`config.mk`:
```
export PLATFORM = sky130hd
export DESIGN_NAME = dsp_macc_stream_flat
export DESIGN_NICKNAME = d
export VERILOG_FILES = /design/src/rtl/zeroasic_dsp_pkg.sv /design/src/rtl/dsp_macc_stream_if.sv /design/src/rtl/dsp_macc_core.sv /design/src/rtl/dsp_macc_stream.sv /design/src/flat_wrapper.sv
export SDC_FILE = /design/constraint.sdc
export NUM_CORES = 1
export LEC_CHECK = 0
export CELL_PAD_IN_SITES_DETAIL_PLACEMENT = 1
export CELL_PAD_IN_SITES_GLOBAL_PLACEMENT = 1
export CORE_ASPECT_RATIO = 0.7
export CORE_UTILIZATION = 40
export CTS_CLUSTER_DIAMETER = 30
export DETAILED_ROUTE_END_ITERATION = 6
export GPL_TIMING_DRIVEN = 0
export PLACE_DENSITY = 0.81
export REMOVE_ABC_BUFFERS = 1
export SYNTH_ARGS = -nofsm -noshare
export SYNTH_HDL_FRONTEND = slang
export SYNTH_HIERARCHICAL = 1
export SYNTH_SLANG_ARGS = --single-unit
```
`constraint.sdc`:
```
create_clock -name clk -period 6.3 [get_ports clk]
set_clock_uncertainty 0.15 [all_clocks]
set_input_delay 1.26 -clock clk [delete_from_list [all_inputs] [get_ports clk]]
set_output_delay 1.26 -clock clk [all_outputs]
set_load 0.02 [all_outputs]
```
`src/rtl/zeroasic_dsp_pkg.sv`:
```
// Shared definitions for the z1010 MAE front-end blocks.
//   macc_state_e : stream sequencer states
//   MAE_*_W      : operand and accumulator widths of the hard block
//   mae_depth()  : pipeline depth (input regs + product reg + accumulate stage)
package zeroasic_dsp_pkg;

    localparam int unsigned MAE_A_W = 18;
    localparam int unsigned MAE_B_W = 18;
    localparam int unsigned MAE_P_W = 40;

    typedef enum logic [1:0] {
        IDLE  = 2'd0,
        ACCUM = 2'd1,
        DRAIN = 2'd2,
        OUT   = 2'd3
    } macc_state_e;

    // Cycles from operand acceptance until the product sits in the accumulator.
    function automatic int unsigned mae_depth(input int unsigned in_reg, input int unsigned mult_reg);
        return in_reg + mult_reg + 1;
    endfunction

endpackage

```
`src/rtl/dsp_macc_stream_if.sv`:
```
// Operand stream in, dot-product result stream out.
//   s_valid/s_ready/s_a/s_b/s_last : operand beats, framed by s_last
//   m_valid/m_ready/m_acc/m_len/m_ovf/m_len_err : one result per frame
// master = operand producer / result consumer, slave = the MAC block.
interface dsp_macc_stream_if #(
    parameter int unsigned A_W   = 18,
    parameter int unsigned B_W   = 18,
    parameter int unsigned ACC_W = 40,
    parameter int unsigned LEN_W = 11
);
    logic                    s_valid;
    logic                    s_ready;
    logic signed [A_W-1:0]   s_a;
    logic signed [B_W-1:0]   s_b;
    logic                    s_last;
    logic                    m_valid;
    logic                    m_ready;
    logic signed [ACC_W-1:0] m_acc;
    logic [LEN_W-1:0]        m_len;
    logic                    m_ovf;
    logic                    m_len_err;

    modport master (
        output s_valid, s_a, s_b, s_last, m_ready,
        input  s_ready, m_valid, m_acc, m_len, m_ovf, m_len_err
    );

    modport slave (
        input  s_valid, s_a, s_b, s_last, m_ready,
        output s_ready, m_valid, m_acc, m_len, m_ovf, m_len_err
    );
endinterface

```
`src/rtl/dsp_macc_core.sv`:
```
// Multiply-accumulate datapath shaped to fold into one MAE in feedback mode.
//   clk, rst_n     : clock, async active-low reset
//   in_valid/first : beat valid, beat is the first of a frame (load instead of add)
//   a, b           : signed operands
//   acc            : accumulator register
//   acc_load_c     : accumulator is loading a first product this cycle
//   acc_ovf_c      : current add overflows in two's complement
module dsp_macc_core
    import zeroasic_dsp_pkg::*;
#(
    parameter int unsigned A_W      = MAE_A_W,
    parameter int unsigned B_W      = MAE_B_W,
    parameter int unsigned ACC_W    = MAE_P_W,
    parameter int unsigned IN_REG   = 1,
    parameter int unsigned MULT_REG = 1
) (
    input  logic                    clk,
    input  logic                    rst_n,
    input  logic                    in_valid,
    input  logic                    in_first,
    input  logic signed [A_W-1:0]   a,
    input  logic signed [B_W-1:0]   b,
    output logic signed [ACC_W-1:0] acc,
    output logic                    acc_load_c,
    output logic                    acc_ovf_c
);

    localparam int unsigned PROD_W = A_W + B_W;

    logic signed [A_W-1:0]    a_s1;
    logic signed [B_W-1:0]    b_s1;
    logic                     v_s1;
    logic                     f_s1;
    logic signed [PROD_W-1:0] prod_c;
    logic signed [PROD_W-1:0] prod_s2;
    logic                     v_s2;
    logic                     f_s2;
    logic signed [ACC_W-1:0]  prod_ext_c;
    logic signed [ACC_W-1:0]  sum_c;
    logic                     acc_add_c;

    // Optional operand registers (MAE A_REG/B_REG); valid/first ride alongside.
    generate
        if (IN_REG != 0) begin : g_in_reg
            always_ff @(posedge clk or negedge rst_n) begin
                if (!rst_n) begin
                    a_s1 <= '0;
                    b_s1 <= '0;
                    v_s1 <= 1'b0;
                    f_s1 <= 1'b0;
                end else begin
                    a_s1 <= a;
                    b_s1 <= b;
                    v_s1 <= in_valid;
                    f_s1 <= in_first;
                end
            end
        end else begin : g_in_bypass
            always_comb begin
                a_s1 = a;
                b_s1 = b;
                v_s1 = in_valid;
                f_s1 = in_first;
            end
        end
    endgenerate

    assign prod_c = PROD_W'(a_s1) * PROD_W'(b_s1);

    // Optional product register (MAE MULT_HAS_REG).
    generate
        if (MULT_REG != 0) begin : g_mult_reg
            always_ff @(posedge clk or negedge rst_n) begin
                if (!rst_n) begin
                    prod_s2 <= '0;
                    v_s2    <= 1'b0;
                    f_s2    <= 1'b0;
                end else begin
                    prod_s2 <= prod_c;
                    v_s2    <= v_s1;
                    f_s2    <= f_s1;
                end
            end
        end else begin : g_mult_bypass
            always_comb begin
                prod_s2 = prod_c;
                v_s2    = v_s1;
                f_s2    = f_s1;
            end
        end
    endgenerate

    assign prod_ext_c = ACC_W'(prod_s2);
    assign sum_c      = acc + prod_ext_c;
    assign acc_load_c = v_s2 & f_s2;
    assign acc_add_c  = v_s2 & ~f_s2;
    // Same-sign operands whose sum flips sign.
    assign acc_ovf_c  = acc_add_c
                      & (acc[ACC_W-1] == prod_ext_c[ACC_W-1])
                      & (sum_c[ACC_W-1] != acc[ACC_W-1]);

    // Feedback accumulator: first beat loads, so frames need no clear cycle.
    always_ff @(posedge clk or negedge rst_n) begin
        if (!rst_n) begin
            acc <= '0;
        end else if (acc_load_c) begin
            acc <= prod_ext_c;
        end else if (acc_add_c) begin
            acc <= sum_c;
        end
    end

endmodule

```
`src/rtl/dsp_macc_stream.sv`:
```
// Stream front-end for the z1010 MAE: sums a*b over each s_last-framed operand
// frame and returns one result per frame.
//   clk, resetn : clock, async active-low reset
//   bus         : dsp_macc_stream_if.slave (operand stream in, result stream out)
// Frames close on s_last or when the beat count reaches MAX_LEN.
module dsp_macc_stream
    import zeroasic_dsp_pkg::*;
#(
    parameter int unsigned A_W      = MAE_A_W,
    parameter int unsigned B_W      = MAE_B_W,
    parameter int unsigned ACC_W    = MAE_P_W,
    parameter int unsigned IN_REG   = 1,
    parameter int unsigned MULT_REG = 1,
    parameter int unsigned MAX_LEN  = 1024
) (
    input  logic               clk,
    input  logic               resetn,
    dsp_macc_stream_if.slave   bus
);

    localparam int unsigned LEN_W   = $clog2(MAX_LEN + 1);
    localparam int unsigned DEPTH   = mae_depth(IN_REG, MULT_REG);
    localparam int unsigned DRAIN_W = 2;

    macc_state_e             state_q;
    logic                    s_ready_q;
    logic                    m_valid_q;
    logic signed [ACC_W-1:0] m_acc_q;
    logic [LEN_W-1:0]        m_len_q;
    logic                    m_ovf_q;
    logic                    m_len_err_q;
    logic [LEN_W-1:0]        beat_cnt_q;
    logic [DRAIN_W-1:0]      drain_cnt_q;
    logic                    ovf_q;
    logic                    len_err_q;

    logic                    fire_c;
    logic                    first_c;
    logic [LEN_W-1:0]        beat_nxt_c;
    logic                    at_max_c;
    logic signed [ACC_W-1:0] core_acc;
    logic                    core_load_c;
    logic                    core_ovf_c;

    assign fire_c     = bus.s_valid & s_ready_q;
    assign first_c    = (state_q == IDLE);
    assign beat_nxt_c = first_c ? LEN_W'(1) : beat_cnt_q + LEN_W'(1);
    assign at_max_c   = (beat_nxt_c == LEN_W'(MAX_LEN));

    dsp_macc_core #(
        .A_W      (A_W),
        .B_W      (B_W),
        .ACC_W    (ACC_W),
        .IN_REG   (IN_REG),
        .MULT_REG (MULT_REG)
    ) u_core (
        .clk        (clk),
        .rst_n      (resetn),
        .in_valid   (fire_c),
        .in_first   (first_c),
        .a          (bus.s_a),
        .b          (bus.s_b),
        .acc        (core_acc),
        .acc_load_c (core_load_c),
        .acc_ovf_c  (core_ovf_c)
    );

    // Frame sequencer with registered handshake and result outputs.
    always_ff @(posedge clk or negedge resetn) begin
        if (!resetn) begin
            state_q     <= IDLE;
            s_ready_q   <= 1'b0;
            m_valid_q   <= 1'b0;
            m_acc_q     <= '0;
            m_len_q     <= '0;
            m_ovf_q     <= 1'b0;
            m_len_err_q <= 1'b0;
            beat_cnt_q  <= '0;
            drain_cnt_q <= '0;
            ovf_q       <= 1'b0;
            len_err_q   <= 1'b0;
        end else begin
            case (state_q)
                IDLE, ACCUM: begin
                    s_ready_q <= 1'b1;
                    if (fire_c) begin
                        beat_cnt_q <= beat_nxt_c;
                        if (bus.s_last || at_max_c) begin
                            state_q     <= DRAIN;
                            s_ready_q   <= 1'b0;
                            drain_cnt_q <= '0;
                            len_err_q   <= ~bus.s_last;
                        end else begin
                            state_q <= ACCUM;
                        end
                    end
                end
                // Wait until the closing beat has reached the accumulator.
                DRAIN: begin
                    drain_cnt_q <= drain_cnt_q + DRAIN_W'(1);
                    if (drain_cnt_q == DRAIN_W'(DEPTH - 1)) begin
                        state_q     <= OUT;
                        m_valid_q   <= 1'b1;
                        m_acc_q     <= core_acc;
                        m_len_q     <= beat_cnt_q;
                        m_ovf_q     <= ovf_q;
                        m_len_err_q <= len_err_q;
                    end
                end
                OUT: begin
                    if (bus.m_ready) begin
                        state_q   <= IDLE;
                        m_valid_q <= 1'b0;
                        s_ready_q <= 1'b1;
                    end
                end
                default: begin
                    state_q <= IDLE;
                end
            endcase

            // Sticky overflow, restarted by the load of each frame's first product.
            if (core_load_c) begin
                ovf_q <= 1'b0;
            end else if (core_ovf_c) begin
                ovf_q <= 1'b1;
            end
        end
    end

    assign bus.s_ready   = s_ready_q;
    assign bus.m_valid   = m_valid_q;
    assign bus.m_acc     = m_acc_q;
    assign bus.m_len     = m_len_q;
    assign bus.m_ovf     = m_ovf_q;
    assign bus.m_len_err = m_len_err_q;

endmodule

```
`src/flat_wrapper.sv`:
```
// flat-port wrapper written by rule: the top's interface ports become plain ports
module dsp_macc_stream_flat import zeroasic_dsp_pkg::*;
#(
    parameter int unsigned A_W      = MAE_A_W,
    parameter int unsigned B_W      = MAE_B_W,
    parameter int unsigned ACC_W    = MAE_P_W,
    parameter int unsigned IN_REG   = 1,
    parameter int unsigned MULT_REG = 1,
    parameter int unsigned MAX_LEN  = 1024
)
  (clk, resetn, bus_s_valid, bus_s_a, bus_s_b, bus_s_last, bus_m_ready, bus_s_ready, bus_m_valid, bus_m_acc, bus_m_len, bus_m_ovf, bus_m_len_err);
  dsp_macc_stream_if #(.A_W(A_W), .B_W(B_W), .ACC_W(ACC_W), .LEN_W(11)) bus_i ();
  input  logic clk;
  input  logic resetn;
  input wire logic [$bits(bus_i.s_valid)-1:0] bus_s_valid;
  input wire logic [$bits(bus_i.s_a)-1:0] bus_s_a;
  input wire logic [$bits(bus_i.s_b)-1:0] bus_s_b;
  input wire logic [$bits(bus_i.s_last)-1:0] bus_s_last;
  input wire logic [$bits(bus_i.m_ready)-1:0] bus_m_ready;
  output wire logic [$bits(bus_i.s_ready)-1:0] bus_s_ready;
  output wire logic [$bits(bus_i.m_valid)-1:0] bus_m_valid;
  output wire logic [$bits(bus_i.m_acc)-1:0] bus_m_acc;
  output wire logic [$bits(bus_i.m_len)-1:0] bus_m_len;
  output wire logic [$bits(bus_i.m_ovf)-1:0] bus_m_ovf;
  output wire logic [$bits(bus_i.m_len_err)-1:0] bus_m_len_err;
  assign bus_i.s_valid = bus_s_valid;
  assign bus_i.s_a = bus_s_a;
  assign bus_i.s_b = bus_s_b;
  assign bus_i.s_last = bus_s_last;
  assign bus_i.m_ready = bus_m_ready;
  assign bus_s_ready = bus_i.s_ready;
  assign bus_m_valid = bus_i.m_valid;
  assign bus_m_acc = bus_i.m_acc;
  assign bus_m_len = bus_i.m_len;
  assign bus_m_ovf = bus_i.m_ovf;
  assign bus_m_len_err = bus_i.m_len_err;
  dsp_macc_stream #(.A_W(A_W), .B_W(B_W), .ACC_W(ACC_W), .IN_REG(IN_REG), .MULT_REG(MULT_REG), .MAX_LEN(MAX_LEN)) u_core (.clk(clk), .resetn(resetn), .bus(bus_i));
endmodule
```
After elaboration in Yosys (flattened, before gate mapping)
Index checks and enable logic that the tools add are counted.

Add/sub/neg operators: 3. $mul: 1. Div/mod/pow operators: 0. Order comparisons: 0. Equal/unequal tests: 11. Shift-type cells: 0. Mux-type cells: 20. Bitwise gates (word level): 7. Reductions and logical operators: 15.

Operator list (number): 40-bit two-way mux (2); 40-bit by 36-bit adder with 40-bit output (1); 18-bit by 18-bit multiplier with 36-bit output (1); 2-bit two-way mux (6); 3-bit AND reduction (4); 11-bit by 1-bit adder with 11-bit output, second input constant (1); 11-bit == test, second input constant (1); 11-bit two-way mux (1); 2-bit nonzero test (5); 1-bit two-way mux (7); 2-bit == test, second input constant (3); 2-bit != test, second input constant (3); 2-bit one-hot mux with 3 select lines (1); 2-bit AND reduction (3); 1-bit bitwise AND (5); 1-bit one-hot mux with 2 select lines (2); 2-bit one-hot mux with 2 select lines (1); 2-bit by 1-bit adder with 2-bit output, second input constant (1); 2-bit by 1-bit == test with 1-bit output, second input constant (1); 2-bit logical NOT (1); 2-bit by 1-bit != test with 1-bit output, second input constant (1); 1-bit NOT (2); 2-bit OR reduction (1); 1-bit == test (1); other kinds (2) (2).

Bits in registers: 188. Bits in latches: 0. Memory bits (writable): 0. Bits in read-only memories: 0. Output and inout bits: 55. Memories kept: 0.

Depth between registers and ports, before layout
Gate-level depths: netlist (run 1).

Depth in word-level cells: 7. Gate-level depth with buffers: 27. Depth with buffers taken out: 25.

Cells and area by module
The synthesis (run 1) kept the hierarchy.

By module, submodules not included: dsp_macc_core (instances 1, cells each 1917, area each 17889.7 µm²); dsp_macc_stream (instances 1, cells each 253, area each 3144.3 µm²).

Worst setup path after synthesis (run 1)
No wires, ideal clock.

Kind: register -> register. From: register u_core.u_core.a_s1[17]. To: register u_core.u_core.prod_s2[34]. Library setup time: 123 ps. Arrival time: 6226 ps. Data required time: 6027 ps. Setup slack: -198 ps. Stages on the path, launching flop included: 28. Buffers on the path: 2. Path through: dfrtp_1 > clkbuf_1 > clkbuf_1 > nand2_1 > inv_1 > fa_1 > inv_1 > fa_1 > inv_1 > ha_1 > inv_1 > fa_1 > inv_1 > fa_1 > inv_1 > fa_1 > inv_1 > ha_1 > and4_1 > nand3_1 > nor4_1 > o211ai_1 > o211ai_1 > a21oi_1 > o21a_1 > o2111ai_1 > a21oi_1 > xnor2_1.

Cells in the longest elaborated chain, start to end: 1.

RTL lines: start, declared (RTL line dsp_macc_core.sv:30) `logic signed [A_W-1:0] a_s1;`; start signal, assigned (RTL line dsp_macc_core.sv:47) `a_s1 <= '0;`; start signal, assigned (RTL line dsp_macc_core.sv:52) `a_s1 <= a;`; 18-bit by 18-bit multiplier with 36-bit output (RTL line dsp_macc_core.sv:68) `assign prod_c = PROD_W'(a_s1) * PROD_W'(b_s1);`; via u_core.u_core.prod_c[34] (RTL line dsp_macc_core.sv:34) `logic signed [PROD_W-1:0] prod_c;`; end signal, assigned (RTL line dsp_macc_core.sv:79) `prod_s2 <= prod_c;`; end, declared (RTL line dsp_macc_core.sv:35) `logic signed [PROD_W-1:0] prod_s2;`.

The timed path passes the listed nets, and every way through them passes these cells. A chain may end at the register's enable or synchronous reset.

Final worst setup path (run 1)
From: register u_core.u_core.b_s1[6]. To: register u_core.u_core.prod_s2[34].

Cells in the longest elaborated chain, start to end: 1.

RTL lines: start, declared (RTL line dsp_macc_core.sv:31) `logic signed [B_W-1:0] b_s1;`; start signal, assigned (RTL line dsp_macc_core.sv:48) `b_s1 <= '0;`; start signal, assigned (RTL line dsp_macc_core.sv:53) `b_s1 <= b;`; 18-bit by 18-bit multiplier with 36-bit output (RTL line dsp_macc_core.sv:68); via u_core.u_core.prod_c[34] (RTL line dsp_macc_core.sv:34).

The timed path passes the listed nets, and every way through them passes these cells.

==> impl_metrics.py, run 1 <==
metrics = {
    "floorplanning": {
        "io_pins": 96,
        "die_y_um": 194,
        "core_region_area_um2": 51400,
        "rows": 69,
        "dieWidth_um": 276,
        "die_area_um2": 53500,
        "start_util_pct": 40.9,
    },
    "critical_path": {
        "cp_cell_sequence": "buf_6 -> and2_4 -> fa_1 -> inv_2 -> fa_2 -> fa_1 -> inv_2 -> fa_1 -> fa_1 -> inv_1 -> fa_1 -> inv_1 -> ha_4 -> and3_4 -> nand3_4 -> nor4_4 -> o211ai_1 -> o211ai_1 -> a21oi_2 -> o21a_1 -> o2111ai_2 -> a21oi_2 -> xnor2_1",
        "path_common_cell": "fa_1",
        "critPathLaunchType": "flip-flop",
        "critPathBufInv": 5,
        "endpoint_kind": "flip-flop",
        "timing.critical_path.required_ns": 6.53,
        "crit_arrival_ns": 6.75,
        "cp_top_family": "adder cells",
        "critical_path_class": "flip-flop to flip-flop",
        "cpPeakStageDelay_ns": 0.59,
        "crit_fanout": 6,
        "critPathSlowestCell": "fa_2",
    },
    "final_layout": {
        "finalNetCount": 2789,
        "area_delta_synth_final_pct": 16.4,
        "post_route_cells_drive_above_1_share_pct": 14.0,
        "antenna_cells": 0,
        "final_common_cell": "inv_1",
        "fillerInstances": 5685,
        "final_cell_mix": "inv_1, fa_1, nand2_1",
        "fin_cells": 2971,
    },
    "clock_network": {
        "cts.reportedPaths.clkPinSlew_ns": 0.10,
        "cts_buffer_depth": 2,
        "cts_tree": "built",
        "insertion_delay_ns": 0.49,
        "clock-sinks": 188,
        "htreeDepth": 4,
        "cts_buffers": 17,
        "clk_root_buffer_cell": "clkbuf_16",
    },
    "global_route": {
        "grt_antenna_before_repair": 0,
        "gr-total-overflow": 0,
        "use_met1_pct": 32.7,
        "grt_pass1_vias": 17800,
        "busiest_layer": "met2",
        "track_usage_pct": 23.9,
        "grt_util_met3_pct": 5.13,
        "grtUsageMet2_pct": 38.6,
        "grt_max_degree": 115,
        "grt_pass1_wl_mm": 99.6,
    },
    "synth": {
        "postSynth.asyncResetShare_pct": 100,
        "avgSynthCellArea_um2": 9.69,
        "ys_warn_count": 6,
        "syn_inst": 2170,
        "synth_seq_cells": 188,
        "synth-main-ff-cell": "dfrtp_1",
        "ys_seq_area_share_pct": 22.4,
        "synth_cell_types": 68,
        "synth-edff-count": 0,
        "syn_area_um2": 21000,
    },
    "sta": {
        "fin_ws_ns": -0.220,
        "worstMarginPinSlew_ns": 0.803,
        "fmax_ghz": 0.153,
        "tns_ns": -0.715,
        "period_share_pct": 103,
        "maxSlewViolCount": 0,
        "finalHoldViolations": 0,
        "fin_crit_ns": 6.52,
        "slew_headroom_pct": 46.3,
        "rsz0062_at_grt": "true",
        "finalSetupViolations": 6,
    },
    "place": {
        "post-dp-hpwl_mm": 46.5,
        "io_buffers": 95,
        "dp_cells": 2857,
        "gp_congestion": 0.873,
    },
    "detailed_routing": {
        "drt_wl_total_mm": 63.7,
        "drcViolationCount": 0,
        "viasPerCell": 5.39,
        "first_iter_violations": 1175,
        "ant_nets": 0,
        "vias": 16000,
        "drt-pass1-iter-count": 7,
        "drt-wirelength-per-cell_um": 21.5,
    },
    "min_path": {
        "hold_path_class": "flip-flop to flip-flop",
    },
    "flow_run": {
        "maxCapViolCount": 0,
    },
    "outcome": {
        "status": "finished, violations left",
        "violations": "setup timing",
    },
}
[what timing repair did]
item | CTS | global route
hold buffers | 0 | 0
setup endpoints to repair | 14 | 11
buffers inserted | 52 | 30
pin swaps | 42 | 47
gates resized for setup | 105 | 84
[worst reg2reg max path: stages (launching register included)]
cell       delay, ns
dfrtp_4         0.55
buf_6           0.15
and2_4          0.15
fa_1            0.55
inv_2           0.06
fa_2            0.59
fa_1            0.45
inv_2           0.10
fa_1            0.45
fa_1            0.57
inv_1           0.08
fa_1            0.49
inv_1           0.07
ha_4            0.30
and3_4          0.22
nand3_4         0.09
nor4_4          0.17
o211ai_1        0.20
o211ai_1        0.22
a21oi_2         0.12
o21a_1          0.23
o2111ai_2       0.24
a21oi_2         0.09
xnor2_1         0.13
[cell families (layout without fill, tap and decap cells)]
family	after synthesis	count (layout)	synth area share, %
and+or+nand+nor	582	582	13.6
buffers and inverters	501	628	9.19
adders and majority gates	464	464	39.4
AOI/OAI and AO/OA	301	301	9.16
DFF	188	188	22.4
xor gates and xnor gates	73	73	3.04
muxes	61	61	3.22
[registers in the layout (all words and copies together) (netlist names)]
name and cells:
u_core/bus.m_len_err 1, u_core/ovf_q 1, u_core/bus.s_ready 1, u_core/bus.m_ovf 1, u_core/u_core/v_s1 1, u_core/bus.m_len 11, u_core/u_core/f_s2 1, u_core/drain_cnt_q 2
u_core/bus.m_valid 1, u_core/u_core/prod_s2 36, u_core/bus.m_acc 40, u_core/beat_cnt_q 11, u_core/len_err_q 1, u_core/u_core/f_s1 1, u_core/u_core/a_s1 18, u_core/state_q 2
u_core/u_core/acc 40, u_core/u_core/b_s1 18, u_core/u_core/v_s2 1
[per-stage QoR]
stage	util (%)	hold slack, ns	worst slack (ns)	instance area [um^2]
5_1_grt	47.7	0.218	-0.437	24500
6_report	47.7	0.204	-0.220	24500
4_1_cts	46.7	0.207	-0.0951	24000
2_1_floorplan	-	0.181	0.0114	20700
3_3_place_gp	43.7	0.186	-4.31	22400
3_5_place_dp	44.0	0.186	-1.43	22600
[worst paths after layout]
path,slack [ns],start,endpoint,cells after the start
worst max-delay path,-0.22,u_core/u_core/b_s1[6],u_core/u_core/prod_s2[34],23
worst min-delay path,0.20,u_core/u_core/v_s1,u_core/u_core/v_s2,0
worst max register to register,-0.22,u_core/u_core/b_s1[6],u_core/u_core/prod_s2[34],23
worst min register to register,0.20,u_core/u_core/v_s1,u_core/u_core/v_s2,0
max in group asynchronous,4.35,resetn,u_core/u_core/b_s1[10],2
min in group asynchronous,0.59,resetn,u_core/bus.m_ovf,1
[layer usage]
| metal | wire, um | part of all wire (%) |
|---|---|---|
| met1 | 28000 | 44 |
| met2 | 30100 | 47 |
| met3 | 4410 | 6.9 |
| met4 | 1190 | 1.9 |
| met5 | 0 | 0 |
[final cells by class]
class                      count  area [um^2]  share of cell area [%]
sequential                   188         4810                    19.6
multi-input combinational   1481        14900                    60.8
clock inverter                14          165                   0.675
timing repair buffer         183         1790                    7.31
clock buffer                  18          439                    1.79
tap                          674          843                    3.44
inverter                     413         1560                    6.37
[Yosys cell counts (all sizes together) (4+ instances only)]
cell	instances	area share, %
or3	7	0.21
nand2	208	3.7
o21bai	8	0.29
mux2i	8	0.38
nor2	100	1.8
a211oi	6	0.24
nand2b	11	0.33
clkbuf	74	1.3
or2	5	0.15
a21o	43	1.5
mux2	53	2.8
and3	6	0.18
o21a	13	0.46
a221o	8	0.38
nand4	12	0.43
o211ai	5	0.18
a31oi	13	0.39
o21ai	61	1.5
buf	14	0.50
a21oi	93	2.2
a211o	4	0.17
nor2b	7	0.21
nor3	21	0.55
dfrtp	188	22
a22oi	6	0.21
fa	330	31
xor2	29	1.2
ha	134	8.0
inv	413	7.4
nand3	23	0.55
and2	167	5.0
xnor2	44	1.8
o31ai	7	0.25
Power of run 1 is left out: the tool's default activity adds up to more than one toggle a clock period on the data nets, which glitch-free logic cannot reach.
==> run 2: changes to the inputs <==
--- a/config.mk
+++ b/config.mk
@@ -8,11 +8,11 @@
 export CELL_PAD_IN_SITES_DETAIL_PLACEMENT = 1
 export CELL_PAD_IN_SITES_GLOBAL_PLACEMENT = 1
 export CORE_ASPECT_RATIO = 0.7
-export CORE_UTILIZATION = 40
+export CORE_UTILIZATION = 45
 export CTS_CLUSTER_DIAMETER = 30
 export DETAILED_ROUTE_END_ITERATION = 6
 export GPL_TIMING_DRIVEN = 0
-export PLACE_DENSITY = 0.81
+export PLACE_DENSITY = 0.89
 export REMOVE_ABC_BUFFERS = 1
 export SYNTH_ARGS = -nofsm -noshare
 export SYNTH_HDL_FRONTEND = slang
==> run 2 against run 1 <==
Compared with the run above:
- die area down 11%
- non-clock buffer count grew 20
- via count grew 15%
- the flow still finishes with violations (setup timing)
- first-iteration DRC count is 88% higher
- global-route usage increased by 10 points
- final cell count is 1.6% lower
- core utilization increased by 6.3 points
- flip-flop and latch count unchanged
- hold slack improved by 0.0058 ns
- wire length is 40% higher
- clock-buffer cell count is 1 higher
- critical path depth decreased by 2
==> impl_metrics.py, run 2 (synthesis gave the netlist of run 1 again) <==
metrics = {
    "place": {
        "post-dp-hpwl_mm": 50.0,
        "gp_congestion": 0.909,
        "io_buffers": 95,
        "dp_cells": 2786,
        "postPlaceCellArea_um2": 22500,
    },
    "detailed_routing": {
        "vias": 18400,
        "ant_nets": 0,
        "first_iter_violations": 2212,
        "drt_wl_total_mm": 89.0,
        "drcViolationCount": 0,
        "drt-wirelength-per-cell_um": 30.4,
        "drt-pass1-iter-count": 6,
        "viasPerCell": 6.29,
    },
    "sta": {
        "hold_slack_ns": 0.210,
        "fmax_ghz": 0.130,
        "finalHoldViolations": 0,
        "fin_ws_ns": -1.41,
        "slew_headroom_pct": 44.2,
        "period_share_pct": 122,
        "maxSlewViolCount": 0,
        "worstMarginPinSlew_ns": 0.832,
        "fin_crit_ns": 7.71,
        "rsz0062_at_grt": "true",
        "finalSetupViolations": 21,
    },
    "clock_network": {
        "cts_buffer_depth": 2,
        "clock-sinks": 188,
        "cts_tree": "built",
        "insertion_delay_ns": 0.49,
        "cts_buffers": 17,
        "cts.reportedPaths.clkPinSlew_ns": 0.09,
        "clk_root_buffer_cell": "clkbuf_16",
        "htreeDepth": 4,
    },
    "floorplanning": {
        "die_area_um2": 47600,
        "rows": 65,
        "core_region_area_um2": 45500,
        "dieWidth_um": 260,
        "io_pins": 96,
        "die_y_um": 183,
        "start_util_pct": 46.2,
    },
    "min_path": {
        "hold_end": "u_core/u_core/v_s2",
        "worstHoldPathCells": 0,
        "min_from": "u_core/u_core/v_s1",
        "hold_path_class": "flip-flop to flip-flop",
    },
    "critical_path": {
        "timing.critical_path.required_ns": 6.56,
        "critPathSlowestCell": "fa_1",
        "cpPeakStageDelay_ns": 0.95,
        "path_common_cell": "fa_1",
        "startpoint": "u_core/u_core/b_s1[9]",
        "reg2reg_depth": 21,
        "critPathBufInv": 4,
        "cp_top_family": "adder cells",
        "crit_fanout": 9,
        "critical_path_class": "flip-flop to flip-flop",
        "critPathLaunchType": "flip-flop",
        "regToRegEndpoint": "u_core/u_core/prod_s2[32]",
        "crit_arrival_ns": 7.97,
        "endpoint_kind": "flip-flop",
        "cp_cell_sequence": "buf_4 -> nand2_1 -> fa_1 -> inv_1 -> fa_1 -> ha_1 -> fa_1 -> fa_1 -> fa_1 -> ha_4 -> nand3_1 -> nor4_4 -> o211ai_1 -> o211ai_1 -> buf_4 -> a21oi_4 -> o21a_4 -> buf_6 -> o21bai_1 -> a21oi_2 -> xnor2_1",
        "reg2reg_slack_ns": -1.41,
        "worstReg2RegStart": "u_core/u_core/b_s1[9]",
    },
    "final_layout": {
        "fin_cells": 2924,
        "design_area_um2": 24600,
        "post_route_cells_drive_above_1_share_pct": 14.3,
        "final_cell_mix": "inv_1, fa_1, nand2_1",
        "final_common_cell": "inv_1",
        "multi_input_area_um2": 14800,
        "fillerInstances": 5013,
        "seq_area_um2": 4820,
        "area_delta_synth_final_pct": 16.9,
        "finalNetCount": 2809,
    },
    "outcome": {
        "status": "finished, violations left",
        "violations": "setup timing",
    },
    "global_route": {
        "grt_max_degree": 118,
        "track_usage_pct": 33.9,
        "grt_pass1_wl_mm": 120,
        "grt_antenna_before_repair": 3,
        "gr-total-overflow": 0,
        "grt_pass1_vias": 19800,
    },
    "flow_run": {
        "maxCapViolCount": 0,
    },
}
[run 2: how the worst max path moves through the flow]
| stage | end | slack, ns | depth (start not counted) |
|---|---|---|---|
| 2_1_floorplan | u_core/u_core/prod_s2[34] | 0.01 | 25 |
| 3_3_place_gp | u_core/u_core/a_s1[10] | -4.28 | 1 |
| 3_5_place_dp | u_core/u_core/prod_s2[34] | -1.29 | 25 |
| 4_1_cts | u_core/u_core/prod_s2[34] | -0.14 | 24 |
| 5_1_grt | u_core/u_core/prod_s2[34] | -1.36 | 20 |
| 6_report | u_core/u_core/prod_s2[32] | -1.41 | 21 |
[run 2: timing repair]
| item | CTS | global route |
|---|---|---|
| hold buffers | 0 | 0 |
| gates resized for setup | 94 | 89 |
| gates cloned | 0 | 0 |
| endpoints found under the setup margin | 14 | 16 |
| pin swaps | 29 | 30 |
| setup buffers | 57 | 45 |
[run 2: layout make-up]
type,count,share of cell area [%]
diodes,5,0.0509
clock buffers,19,1.76
clock inverters,12,0.753
inverters,413,6.35
multi-input cells,1481,60.4
flip-flops and latches,188,19.6
well taps,603,3.07
repair buffers,203,8.02
[run 2: layer usage]
| layer | vias up | routed length, um | GRT usage (%) |
|---|---|---|---|
| met1 | 9309 | 31300 | 40.1 |
| met2 | 1476 | 40000 | 55.2 |
| li1 | 7045 | - | - |
| met4 | 2 | 7220 | 20.2 |
| met3 | 572 | 10400 | 9.55 |
| met5 | - | 13 | 0 |
[run 2: through the flow]
| step | setup WS (ns) | TNS [ns] | utilization (%) |
|---|---|---|---|
| after floorplan | 0.0114 | 0 | - |
| after global placement | -4.28 | -803.84 | 49.1 |
| after detailed placement | -1.29 | -10.12 | 49.4 |
| after CTS | -0.136 | -0.444 | 52.4 |
| after global routing | -1.36 | -18.44 | 54.0 |
| final | -1.41 | -20.51 | 54.0 |
Power of run 2 is left out for the same reason.
